`src/rtl/tff_bist_pkg.sv`:
```
`default_nettype none
// +-------------------------------------------------------------------------+
// | tff_bist_pkg                                                            |
// | Shared state encoding and polynomial constants for the scan BIST block. |
// | Revision: 1.0                                                           |
// +-------------------------------------------------------------------------+
package tff_bist_pkg;

    localparam int LFSR_WIDTH = 16;

    // x^16 + x^14 + x^13 + x^11 + 1 -> feedback from bits 15, 13, 12, 10
    localparam logic [LFSR_WIDTH-1:0] LFSR_TAPS = 16'hB400;

    typedef enum logic [2:0] {
        ST_IDLE    = 3'd0,
        ST_INIT    = 3'd1,
        ST_SHIFT   = 3'd2,
        ST_CAPTURE = 3'd3,
        ST_UNLOAD  = 3'd4,
        ST_COMPARE = 3'd5,
        ST_DONE    = 3'd6
    } bist_state_e;

    function automatic logic [LFSR_WIDTH-1:0] lfsr_next(
        input logic [LFSR_WIDTH-1:0] v,
        input logic                  d
    );
        return {v[LFSR_WIDTH-2:0], ^(v & LFSR_TAPS)} ^ {{(LFSR_WIDTH-1){1'b0}}, d};
    endfunction

endpackage
`default_nettype wire

```
`src/rtl/tff_lfsr16.sv`:
```
`default_nettype none
// +-------------------------------------------------------------------------+
// | tff_lfsr16                                                              |
// | 16-bit Fibonacci LFSR with serial input; doubles as generator and MISR. |
// | Revision: 1.0                                                           |
// +-------------------------------------------------------------------------+
module tff_lfsr16
    import tff_bist_pkg::*;
#(
    parameter logic [LFSR_WIDTH-1:0] RESET_VAL = '0
) (
    input  logic                  clk,
    input  logic                  clear,
    input  logic                  load,
    input  logic [LFSR_WIDTH-1:0] seed,
    input  logic                  enable,
    input  logic                  data_in,
    output logic [LFSR_WIDTH-1:0] q
);

    always_ff @(posedge clk or posedge clear) begin
        if (clear) begin
            q <= RESET_VAL;
        end else if (load) begin
            q <= seed;
        end else if (enable) begin
            q <= lfsr_next(q, data_in);
        end
    end

endmodule
`default_nettype wire

```
`src/rtl/tff_scan_bist_ctrl.sv`:
```
`default_nettype none
// +-------------------------------------------------------------------------+
// | tff_scan_bist_ctrl                                                      |
// | LFSR/MISR self-test controller for a scan-muxed T flip-flop chain.      |
// | Revision: 1.0                                                           |
// +-------------------------------------------------------------------------+
module tff_scan_bist_ctrl
    import tff_bist_pkg::*;
#(
    parameter int          CHAIN_LEN    = 8,
    parameter int          NUM_PATTERNS = 16,
    parameter logic [15:0] LFSR_SEED    = 16'hACE1,
    parameter logic [15:0] MISR_SEED    = 16'h0000,
    parameter logic [15:0] GOLDEN_SIG   = 16'h0000
) (
    input  logic                 clk,
    input  logic                 clear,
    input  logic                 start,
    output logic                 chain_clear,
    output logic                 scan_en,
    output logic                 scan_in,
    output logic [CHAIN_LEN-1:0] t_vec,
    input  logic                 scan_out,
    output logic                 busy,
    output logic                 done,
    output logic                 pass,
    output logic [15:0]          signature
);

    localparam int                    BIT_W      = $clog2(CHAIN_LEN + 1);
    localparam logic [BIT_W-1:0]      C_LAST_BIT = BIT_W'(CHAIN_LEN - 1);
    localparam logic [15:0]           C_NUM_PAT  = 16'(NUM_PATTERNS);

    bist_state_e           r_state;
    bist_state_e           w_state_next;
    logic [BIT_W-1:0]      r_bit_cnt;
    logic [15:0]           r_pat_cnt;
    logic                  r_pass;
    logic                  w_start_acc;
    logic                  w_last_bit;
    logic [15:0]           w_pat_inc;
    logic                  w_lfsr_en;
    logic                  w_misr_en;
    logic [LFSR_WIDTH-1:0] w_lfsr_q;
    logic [LFSR_WIDTH-1:0] w_misr_q;
    logic                  w_lfsr_unused;

    assign w_start_acc   = start && ((r_state == ST_IDLE) || (r_state == ST_DONE));
    assign w_last_bit    = (r_bit_cnt == C_LAST_BIT);
    assign w_pat_inc     = r_pat_cnt + 16'd1;
    // Generator bits above the chain width only feed the sequence itself
    assign w_lfsr_unused = ^w_lfsr_q;

    tff_lfsr16 #(
        .RESET_VAL (LFSR_SEED)
    ) u_lfsr (
        .clk     (clk),
        .clear   (clear),
        .load    (w_start_acc),
        .seed    (LFSR_SEED),
        .enable  (w_lfsr_en),
        .data_in (1'b0),
        .q       (w_lfsr_q)
    );

    tff_lfsr16 #(
        .RESET_VAL (MISR_SEED)
    ) u_misr (
        .clk     (clk),
        .clear   (clear),
        .load    (w_start_acc),
        .seed    (MISR_SEED),
        .enable  (w_misr_en),
        .data_in (scan_out),
        .q       (w_misr_q)
    );

    always_ff @(posedge clk or posedge clear) begin
        if (clear) begin
            r_state   <= ST_IDLE;
            r_bit_cnt <= '0;
            r_pat_cnt <= '0;
            r_pass    <= 1'b0;
        end else begin
            r_state <= w_state_next;
            if (w_start_acc) begin
                r_bit_cnt <= '0;
                r_pat_cnt <= '0;
                r_pass    <= 1'b0;
            end else begin
                case (r_state)
                    ST_SHIFT, ST_UNLOAD: r_bit_cnt <= w_last_bit ? '0 : r_bit_cnt + BIT_W'(1);
                    ST_CAPTURE:          r_pat_cnt <= w_pat_inc;
                    ST_COMPARE:          r_pass    <= (w_misr_q == GOLDEN_SIG);
                    default:             ;
                endcase
            end
        end
    end

    always_comb begin
        w_state_next = r_state;
        chain_clear  = 1'b0;
        scan_en      = 1'b0;
        scan_in      = 1'b0;
        t_vec        = '0;
        busy         = 1'b0;
        done         = 1'b0;
        w_lfsr_en    = 1'b0;
        w_misr_en    = 1'b0;
        case (r_state)
            ST_IDLE: begin
                if (start) w_state_next = ST_INIT;
            end
            ST_INIT: begin
                busy         = 1'b1;
                chain_clear  = 1'b1;
                w_state_next = ST_SHIFT;
            end
            ST_SHIFT: begin
                busy      = 1'b1;
                scan_en   = 1'b1;
                scan_in   = w_lfsr_q[0];
                w_lfsr_en = 1'b1;
                // The first load shifts out only the cleared zeros
                w_misr_en = (r_pat_cnt != 16'd0);
                if (w_last_bit) w_state_next = ST_CAPTURE;
            end
            ST_CAPTURE: begin
                busy         = 1'b1;
                t_vec        = w_lfsr_q[CHAIN_LEN-1:0];
                w_state_next = (w_pat_inc == C_NUM_PAT) ? ST_UNLOAD : ST_SHIFT;
            end
            ST_UNLOAD: begin
                busy      = 1'b1;
                scan_en   = 1'b1;
                w_misr_en = 1'b1;
                if (w_last_bit) w_state_next = ST_COMPARE;
            end
            ST_COMPARE: begin
                busy         = 1'b1;
                w_state_next = ST_DONE;
            end
            ST_DONE: begin
                done = 1'b1;
                if (start) w_state_next = ST_INIT;
            end
            default: w_state_next = ST_IDLE;
        endcase
    end

    assign pass      = r_pass;
    assign signature = w_misr_q;

endmodule
`default_nettype wire
```
`config.mk`:
```
export PLATFORM = sky130hd
export DESIGN_NAME = tff_scan_bist_ctrl
export DESIGN_NICKNAME = d
export VERILOG_FILES = /design/src/rtl/tff_bist_pkg.sv /design/src/rtl/tff_lfsr16.sv /design/src/rtl/tff_scan_bist_ctrl.sv
export SDC_FILE = /design/constraint.sdc
export NUM_CORES = 1
export LEC_CHECK = 0
export CAP_MARGIN = 40
export CORE_ASPECT_RATIO = 0.8
export CORE_MARGIN = 2
export CORE_UTILIZATION = 57
export CTS_BUF_LIST = sky130_fd_sc_hd__clkbuf_16
export DETAILED_ROUTE_END_ITERATION = 8
export GPL_TIMING_DRIVEN = 0
export PLACE_DENSITY = 0.81
export SLEW_MARGIN = 5
export SYNTH_ARGS = -nofsm -noshare
export SYNTH_HDL_FRONTEND = slang
export SYNTH_SLANG_ARGS = --single-unit
```
`constraint.sdc`:
```
create_clock -name clk -period 4.4 [get_ports clk]
set_input_delay 1.1 -clock clk [delete_from_list [all_inputs] [get_ports clk]]
set_output_delay 1.1 -clock clk [all_outputs]
set_load 0.05 [all_outputs]
```
==> impl_metrics.ini, run 1 <==
[sta]
rsz0062_at_grt = false
final_max_slew_viol_count = 0
tightest_slew_ps = 648
setup-tns-final_ps = 0
clock.fmax_mhz = 241
final_hold_viol_count = 0
setup_viol_count_final = 0
period_needed_ps = 4140
post-route-period-util_pct = 94.1
relSlewSlack_pct = 56.7
timing.clock.skew_ps = 6.32

[synth]
synth_fa_ha_area_share_pct = 1.65
synth.yosys.warnings = 0
ys_dominant_reg_cell = sky130_fd_sc_hd__dfrtp_1
synth-seq-area-share_pct = 46.6
yosys.area.top_type = sky130_fd_sc_hd__dfrtp_1
top_cells_by_area_synth = sky130_fd_sc_hd__dfrtp_1, sky130_fd_sc_hd__nand2_1, sky130_fd_sc_hd__dfstp_2, sky130_fd_sc_hd__o21ai_0, sky130_fd_sc_hd__xnor2_1
syn_area_per_cell_um2 = 8.85
synth_simple_gate_area_share_pct = 26.5
dominant_combinational_cell_family_by_area_after_synthesis = simple AND/OR/NAND/NOR gates
synth_fp_nets = 350
yosys.area.top_type_share_pct = 39.7
synth_xor_area_share_pct = 4.34
synth_cells = 342
synth.area.mux_share_pct = 0.331
synth_cell_types = 49
synth_compound_gate_area_share_pct = 14.4
synth-seq-cells = 56
synthArstFlopShare_pct = 100
netlist_area_um2 = 3030
synth_edf_count = 0

[route]
drt_pass1_iterations = 4
top_signal_layer_used = met4
wl_met3_um = 367
wirelength_mm = 6.66
remaining_routing_drc_violations = 0
routed_wire_length_per_instance_um = 14.9
wl_met1_mm = 3.21
wl_met2_mm = 3.04
detailroute.via_count = 2597
detail-route-antenna-nets = 0
drt_first_iter_violations = 186
post_drt_via_cell_ratio = 5.82

[finish]
area.growth.synth_to_final_pct = 18.8
fraction_of_final_layout_cells_sized_beyond_drive_strength_1_pct = 9.38
utilization_pct = 71.0
num-nets-final = 391
antenna-diode-count = 0
filler_cell_count = 399

[floorplanning]
die-area_um2 = 5910
io-pin-count = 34
initial_utilization_pct = 59.8
dieHeight_um = 69.2
placementRows = 23
fp.dieW_um = 85.5
floorplan.core_area_um2 = 5060

[cts]
clockRootBuffer = sky130_fd_sc_hd__clkbuf_16
tritoncts_clock_tree = done
clock_sinks = 56
cts_made_buffers = 5
cts.htree.levels = 2
clkTransAtPathRegs_ps = 70
post_cts_resized = 0
insertion_delay_ps = 290
post-cts-setup-buffer-count = 0
ctsLongestPathBuffers = 2
cts_hold_buf = 0

[critical_path]
worst_path_max_delay_cell = sky130_fd_sc_hd__clkdlybuf4s50_1
critical_path.endpoint_type = primary output
crit_path_max_incr_delay_ps = 800
timing.critical_path.fanout_max = 10
worstPathCellList = clkbuf_1 > nor2_1 > clkbuf_1 > clkbuf_1 > and2_1 > clkdlybuf4s50_1
timing.critical_path.arrival_ps = 3040
criticalPathCategory = flip-flop to primary output
critPathMostFrequentCell = sky130_fd_sc_hd__clkbuf_1
cp.required_ps = 3300
worstSetupStartpointType = flip-flop

[placement]
gpl.final_weighted_congestion = 0.869
io_buffers = 33
dp_hpwl_mm = 4.51

[hold_path]
hp-class = flip-flop to flip-flop

[global_route]
grt_remaining_overflow = 0
global_route_wire_length_before_repair_mm = 11.6
grt_util_overall_pct = 23.9
grt_max_degree = 41
first_global_vias = 2425
antenna_found_initial = 0

[outcome]
outcome = complete, no violations

[flow_run]
cap_violations = 0

[pwr]
power.total_w = 0.00262
leakagePower_nw = 1.53
ir_worst_vdd_v = 0.000526
pwr_density_cell_nw_per_um2 = 728
==> registers in the layout, summed over array words and instances, names as in the netlist <==
name and cells:
r_pat_cnt 16, r_state 3, u_lfsr.q 16, u_misr.q 16
pass 1, r_bit_cnt 4
==> synth_stat cells (5+ instances only) <==
cell type                   n
sky130_fd_sc_hd__a21oi_1   14
sky130_fd_sc_hd__nor3b_1    5
sky130_fd_sc_hd__o21ai_0   29
sky130_fd_sc_hd__o31ai_1    5
sky130_fd_sc_hd__dfstp_2    8
sky130_fd_sc_hd__nor3_1     9
sky130_fd_sc_hd__and2_1     8
sky130_fd_sc_hd__dfrtp_1   48
sky130_fd_sc_hd__nand2_1   75
sky130_fd_sc_hd__a31oi_1    6
sky130_fd_sc_hd__xnor2_1   11
sky130_fd_sc_hd__nor2_1    24
sky130_fd_sc_hd__inv_1      9
sky130_fd_sc_hd__nand3_1   13
sky130_fd_sc_hd__clkbuf_1  17
sky130_fd_sc_hd__nand4_1    6
==> routing by layer <==
metal  global-route usage, %  vias to the layer above
li1                        -                     1256
met1                    36.4                     1249
met2                    36.1                       88
met3                    4.05                        4
met4                    4.76                        0
met5                       0                        -
==> final timing paths <==
check	startpoint	endpoint	slack (ps)	cells after the start
max	r_state[2]	t_vec[6]	260	6
min	u_lfsr.q[11]	u_lfsr.q[11]	490	2
max reg2reg	r_pat_cnt[0]	r_state[1]	2000	7
min reg2reg	u_lfsr.q[11]	u_lfsr.q[11]	490	2
max in group asynchronous	clear	u_lfsr.q[13]	2690	3
min in group asynchronous	clear	u_misr.q[12]	1110	2
==> placed cells by master, fill, tap and decap left out, types with 4 or more instances in the layout <==
master                             n
sky130_fd_sc_hd__and2_1            8
sky130_fd_sc_hd__nand4_1           6
sky130_fd_sc_hd__inv_1             9
sky130_fd_sc_hd__o21ai_0          29
sky130_fd_sc_hd__clkbuf_16         5
sky130_fd_sc_hd__nor3b_1           5
sky130_fd_sc_hd__nand3_1          13
sky130_fd_sc_hd__a21oi_1          14
sky130_fd_sc_hd__a31oi_1           6
sky130_fd_sc_hd__dfstp_2           8
sky130_fd_sc_hd__dfrtp_1          48
sky130_fd_sc_hd__clkdlybuf4s50_1  33
sky130_fd_sc_hd__xnor2_1          11
sky130_fd_sc_hd__xor2_1            4
sky130_fd_sc_hd__clkbuf_1         17
sky130_fd_sc_hd__nand2_1          75
sky130_fd_sc_hd__ha_1              4
sky130_fd_sc_hd__o31ai_1           5
sky130_fd_sc_hd__nor2_1           24
sky130_fd_sc_hd__nor3_1            9
==> stage by stage <==
stage          instances  cell area (µm²)  hold slack [ps]  setup slack [ps]
6_report             446             3590              487               258
5_1_grt              446             3590              498              43.5
4_1_cts              446             3590              486               297
3_5_place_dp         438             3450              476               633
3_3_place_gp         437             3430              473               611
2_1_floorplan        342             3030              464              1470
==> cell families (layout without fill, tap and decap cells) <==
logic type                 after synthesis  after routing
AOI/OAI and AO/OA                       72             72
xor gates and xnor gates                15             15
adders and majority gates                4              4
buffers and inverters                   34             76
DFF                                     56             56
muxes                                    1              1
and+or+nand+nor                        160            160
==> power breakdown <==
| group | leakage, nW | internal, W | switching (W) |
|---|---|---|---|
| clock | 0.0687 | 0.000207 | 0.000175 |
| sequential | 0.712 | 0.000729 | 0.000160 |
| combinational | 0.754 | 0.000482 | 0.000865 |
| total | 1.53 | 0.00142 | 0.00120 |
==> cell type report <==
cell class	instances	area (µm²)	share of cell area [%]
buffer	25	151	4.21
clock buffer	5	125	3.48
clock inverter	3	15.0	0.418
inverter	9	33.8	0.940
multi-input combinational	252	1430	39.8
sequential	56	1410	39.3
tap	62	77.6	2.16
timing repair buffer	34	350	9.75
==> critical path, delay by kind of cell (launching register included) <==
kind,cells,cell delay (ps)
buf+inv,4,1920
flops,1,440
simple gates,2,380
Power figures use the tool's default switching activity.
==> run 2: changes to the inputs <==
--- a/config.mk
+++ b/config.mk
@@ -7,13 +7,12 @@
 export LEC_CHECK = 0
 export CAP_MARGIN = 40
 export CORE_ASPECT_RATIO = 0.8
-export CORE_MARGIN = 2
 export CORE_UTILIZATION = 57
 export CTS_BUF_LIST = sky130_fd_sc_hd__clkbuf_16
 export DETAILED_ROUTE_END_ITERATION = 8
 export GPL_TIMING_DRIVEN = 0
 export PLACE_DENSITY = 0.81
-export SLEW_MARGIN = 5
+export SLEW_MARGIN = 20
 export SYNTH_ARGS = -nofsm -noshare
 export SYNTH_HDL_FRONTEND = slang
 export SYNTH_SLANG_ARGS = --single-unit
==> run 2 against run 1 <==
Compared with the run above:
- final area rose by 0.14%
- highest routed layer unchanged
- worst setup slack got worse by 14 ps
- global-route usage rose by 1.2 points
- die area fell by 5.2%
- utilization rose by 0.099 points
- sequential share of layout area fell by 0.055 points
- flip-flop and latch count did not move
- maximum frequency fell by 0.34%
- critical path depth did not move
- critical path type unchanged
- critical endpoint is now t_vec[1]
- non-clock buffer count fell by 1
==> impl_metrics.ini, run 2 (synthesis results as in run 1) <==
[critical_path]
r2r.worst_path.cells = 7
cp.required_ps = 3300
setup.reg_to_reg.worst_slack_ps = 1940
critPathMostFrequentCell = sky130_fd_sc_hd__clkbuf_1
crit_path_max_incr_delay_ps = 810
timing.critical_path.arrival_ps = 3060
worst_r2r_endpoint = r_state[1]
worstSetupStartpointType = flip-flop
cp-startpoint = r_state[2]
worstPathCellList = clkbuf_1 > nor2_1 > clkbuf_1 > clkbuf_1 > and2_1 > clkdlybuf4s50_1
path_buf_inv = 4
critical_path.endpoint_type = primary output
critical_path_depth = 6
worst_path_max_delay_cell = sky130_fd_sc_hd__clkdlybuf4s50_1
reg2reg_from = r_pat_cnt[0]
timing.critical_path.fanout_max = 10
worst_path_dominant_cell_family = buffers and inverters
criticalPathCategory = flip-flop to primary output

[outcome]
outcome = complete, no violations

[floorplanning]
initial_utilization_pct = 59.8
dieHeight_um = 67.2
placementRows = 23
io-pin-count = 34
floorplan.core_area_um2 = 5060
fp.dieW_um = 83.5
die-area_um2 = 5610

[hold_path]
holdCritStartpoint = u_lfsr.q[11]
holdPathStages = 2
holdPathEnd = u_lfsr.q[11]
hp-class = flip-flop to flip-flop

[route]
routed_wire_length_per_instance_um = 14.8
drt_pass1_iterations = 4
post_drt_via_cell_ratio = 5.84
wirelength_mm = 6.59
remaining_routing_drc_violations = 0
detail-route-antenna-nets = 0
detailroute.via_count = 2598
drt_first_iter_violations = 205

[cts]
post-cts-setup-buffer-count = 0
cts.htree.levels = 2
cts_made_buffers = 5
post_cts_resized = 0
tritoncts_clock_tree = done
clkTransAtPathRegs_ps = 70
clock_sinks = 56
clockRootBuffer = sky130_fd_sc_hd__clkbuf_16
insertion_delay_ps = 290
ctsLongestPathBuffers = 2
cts_hold_buf = 0

[pwr]
pwr_density_cell_nw_per_um2 = 743
leakagePower_nw = 1.54
power.total_w = 0.00268
ir_worst_vdd_v = 0.000475

[finish]
fraction_of_final_layout_cells_sized_beyond_drive_strength_1_pct = 9.14
filler_cell_count = 385
utilization_pct = 71.1
area.growth.synth_to_final_pct = 18.9
num-nets-final = 390
antenna-diode-count = 0
final_cell_mix = sky130_fd_sc_hd__nand2_1, sky130_fd_sc_hd__dfrtp_1, sky130_fd_sc_hd__clkdlybuf4s50_1
reg.largest.list = r_pat_cnt x16, u_lfsr.q x16, u_misr.q x16
layout.cells.most_common = sky130_fd_sc_hd__nand2_1

[global_route]
grt_util_overall_pct = 25.0
first_global_vias = 2261
global_route_wire_length_before_repair_mm = 11.0
antenna_found_initial = 0
grt_remaining_overflow = 0
grt_max_degree = 57

[sta]
post-route-period-util_pct = 94.4
tightest_slew_ps = 703
final_hold_viol_count = 0
setup_viol_count_final = 0
clock.fmax_mhz = 241
setup-tns-final_ps = 0
timing.clock.skew_ps = 7.22
holdWs_ps = 484
period_needed_ps = 4160
final_max_slew_viol_count = 0
rsz0062_at_grt = false
relSlewSlack_pct = 52.7

[placement]
gpl.final_weighted_congestion = 0.874
dp_hpwl_mm = 4.45
io_buffers = 33

[flow_run]
cap_violations = 0
-- run 2: cell count changes in the layout (fill, tap and decap cells not counted) --
cell / delta
sky130_fd_sc_hd__inv_4: +1
sky130_fd_sc_hd__inv_2: -1
sky130_fd_sc_hd__clkinv_1: +1
sky130_fd_sc_hd__inv_1: -1
sky130_fd_sc_hd__buf_12: -1
sky130_fd_sc_hd__clkinvlp_4: -1
sky130_fd_sc_hd__bufinv_16: +1
-- run 2: worst max-delay path by stage --
stage | endpoint | slack, ps
after floorplan | chain_clear | 1470
after global placement | t_vec[7] | 610
after detailed placement | t_vec[3] | 600
after CTS | t_vec[3] | 270
after global routing | t_vec[1] | 40
final | t_vec[1] | 240
-- run 2: layer usage --
metal  track usage [%]  vias up  share of wire [%]
li1                  -     1253                  -
met1              36.6     1255                 49
met2              37.4       78                 44
met3              4.89       12                5.4
met4              9.32        0                1.6
met5                 0        -                  0
-- run 2: power by group --
group | switching [W] | total (W) | internal (W)
clock network | 0.000179 | 0.000444 | 0.000265
logic | 0.000863 | 0.00134 | 0.000481
registers | 0.000159 | 0.000888 | 0.000728
total | 0.00120 | 0.00268 | 0.00147
-- run 2: worst register-to-register path, cell delays in order, from the launching register on --
cell                        delay, ps
sky130_fd_sc_hd__dfrtp_1          440
sky130_fd_sc_hd__ha_1             220
sky130_fd_sc_hd__nand2_1          150
sky130_fd_sc_hd__nor3_1           620
sky130_fd_sc_hd__xnor2_1          190
sky130_fd_sc_hd__o2111ai_1        140
sky130_fd_sc_hd__or4_4            460
sky130_fd_sc_hd__o211a_1          140
-- run 2: area by class of cell --
cell class / count / area [µm²] / area share (%)
repair buffers: 33 / 330 / 9.18
plain buffers: 25 / 151 / 4.21
clock inverters: 3 / 37.5 / 1.04
flip-flops and latches: 56 / 1410 / 39.2
clock buffers: 5 / 125 / 3.48
inverters: 9 / 36.3 / 1.01
multi-input cells: 252 / 1430 / 39.7
well taps: 62 / 77.6 / 2.16
-- run 2: per-stage QoR --
step / cell area (µm²) / worst slack [ps] / cells
floorplan: 3030 / 1470 / 342
global placement: 3430 / 610 / 437
detailed placement: 3440 / 601 / 437
CTS: 3600 / 272 / 445
global route: 3600 / 41.2 / 445
finish: 3600 / 244 / 445
==> run 3: changes to the inputs <==
--- a/config.mk
+++ b/config.mk
@@ -12,6 +12,7 @@
 export DETAILED_ROUTE_END_ITERATION = 8
 export GPL_TIMING_DRIVEN = 0
 export PLACE_DENSITY = 0.81
+export SKIP_LAST_GASP = 1
 export SLEW_MARGIN = 20
 export SYNTH_ARGS = -nofsm -noshare
 export SYNTH_HDL_FRONTEND = slang
==> results of run 3 <==
Same layout as run 2: the final DEF is identical, and so are final timing and power.
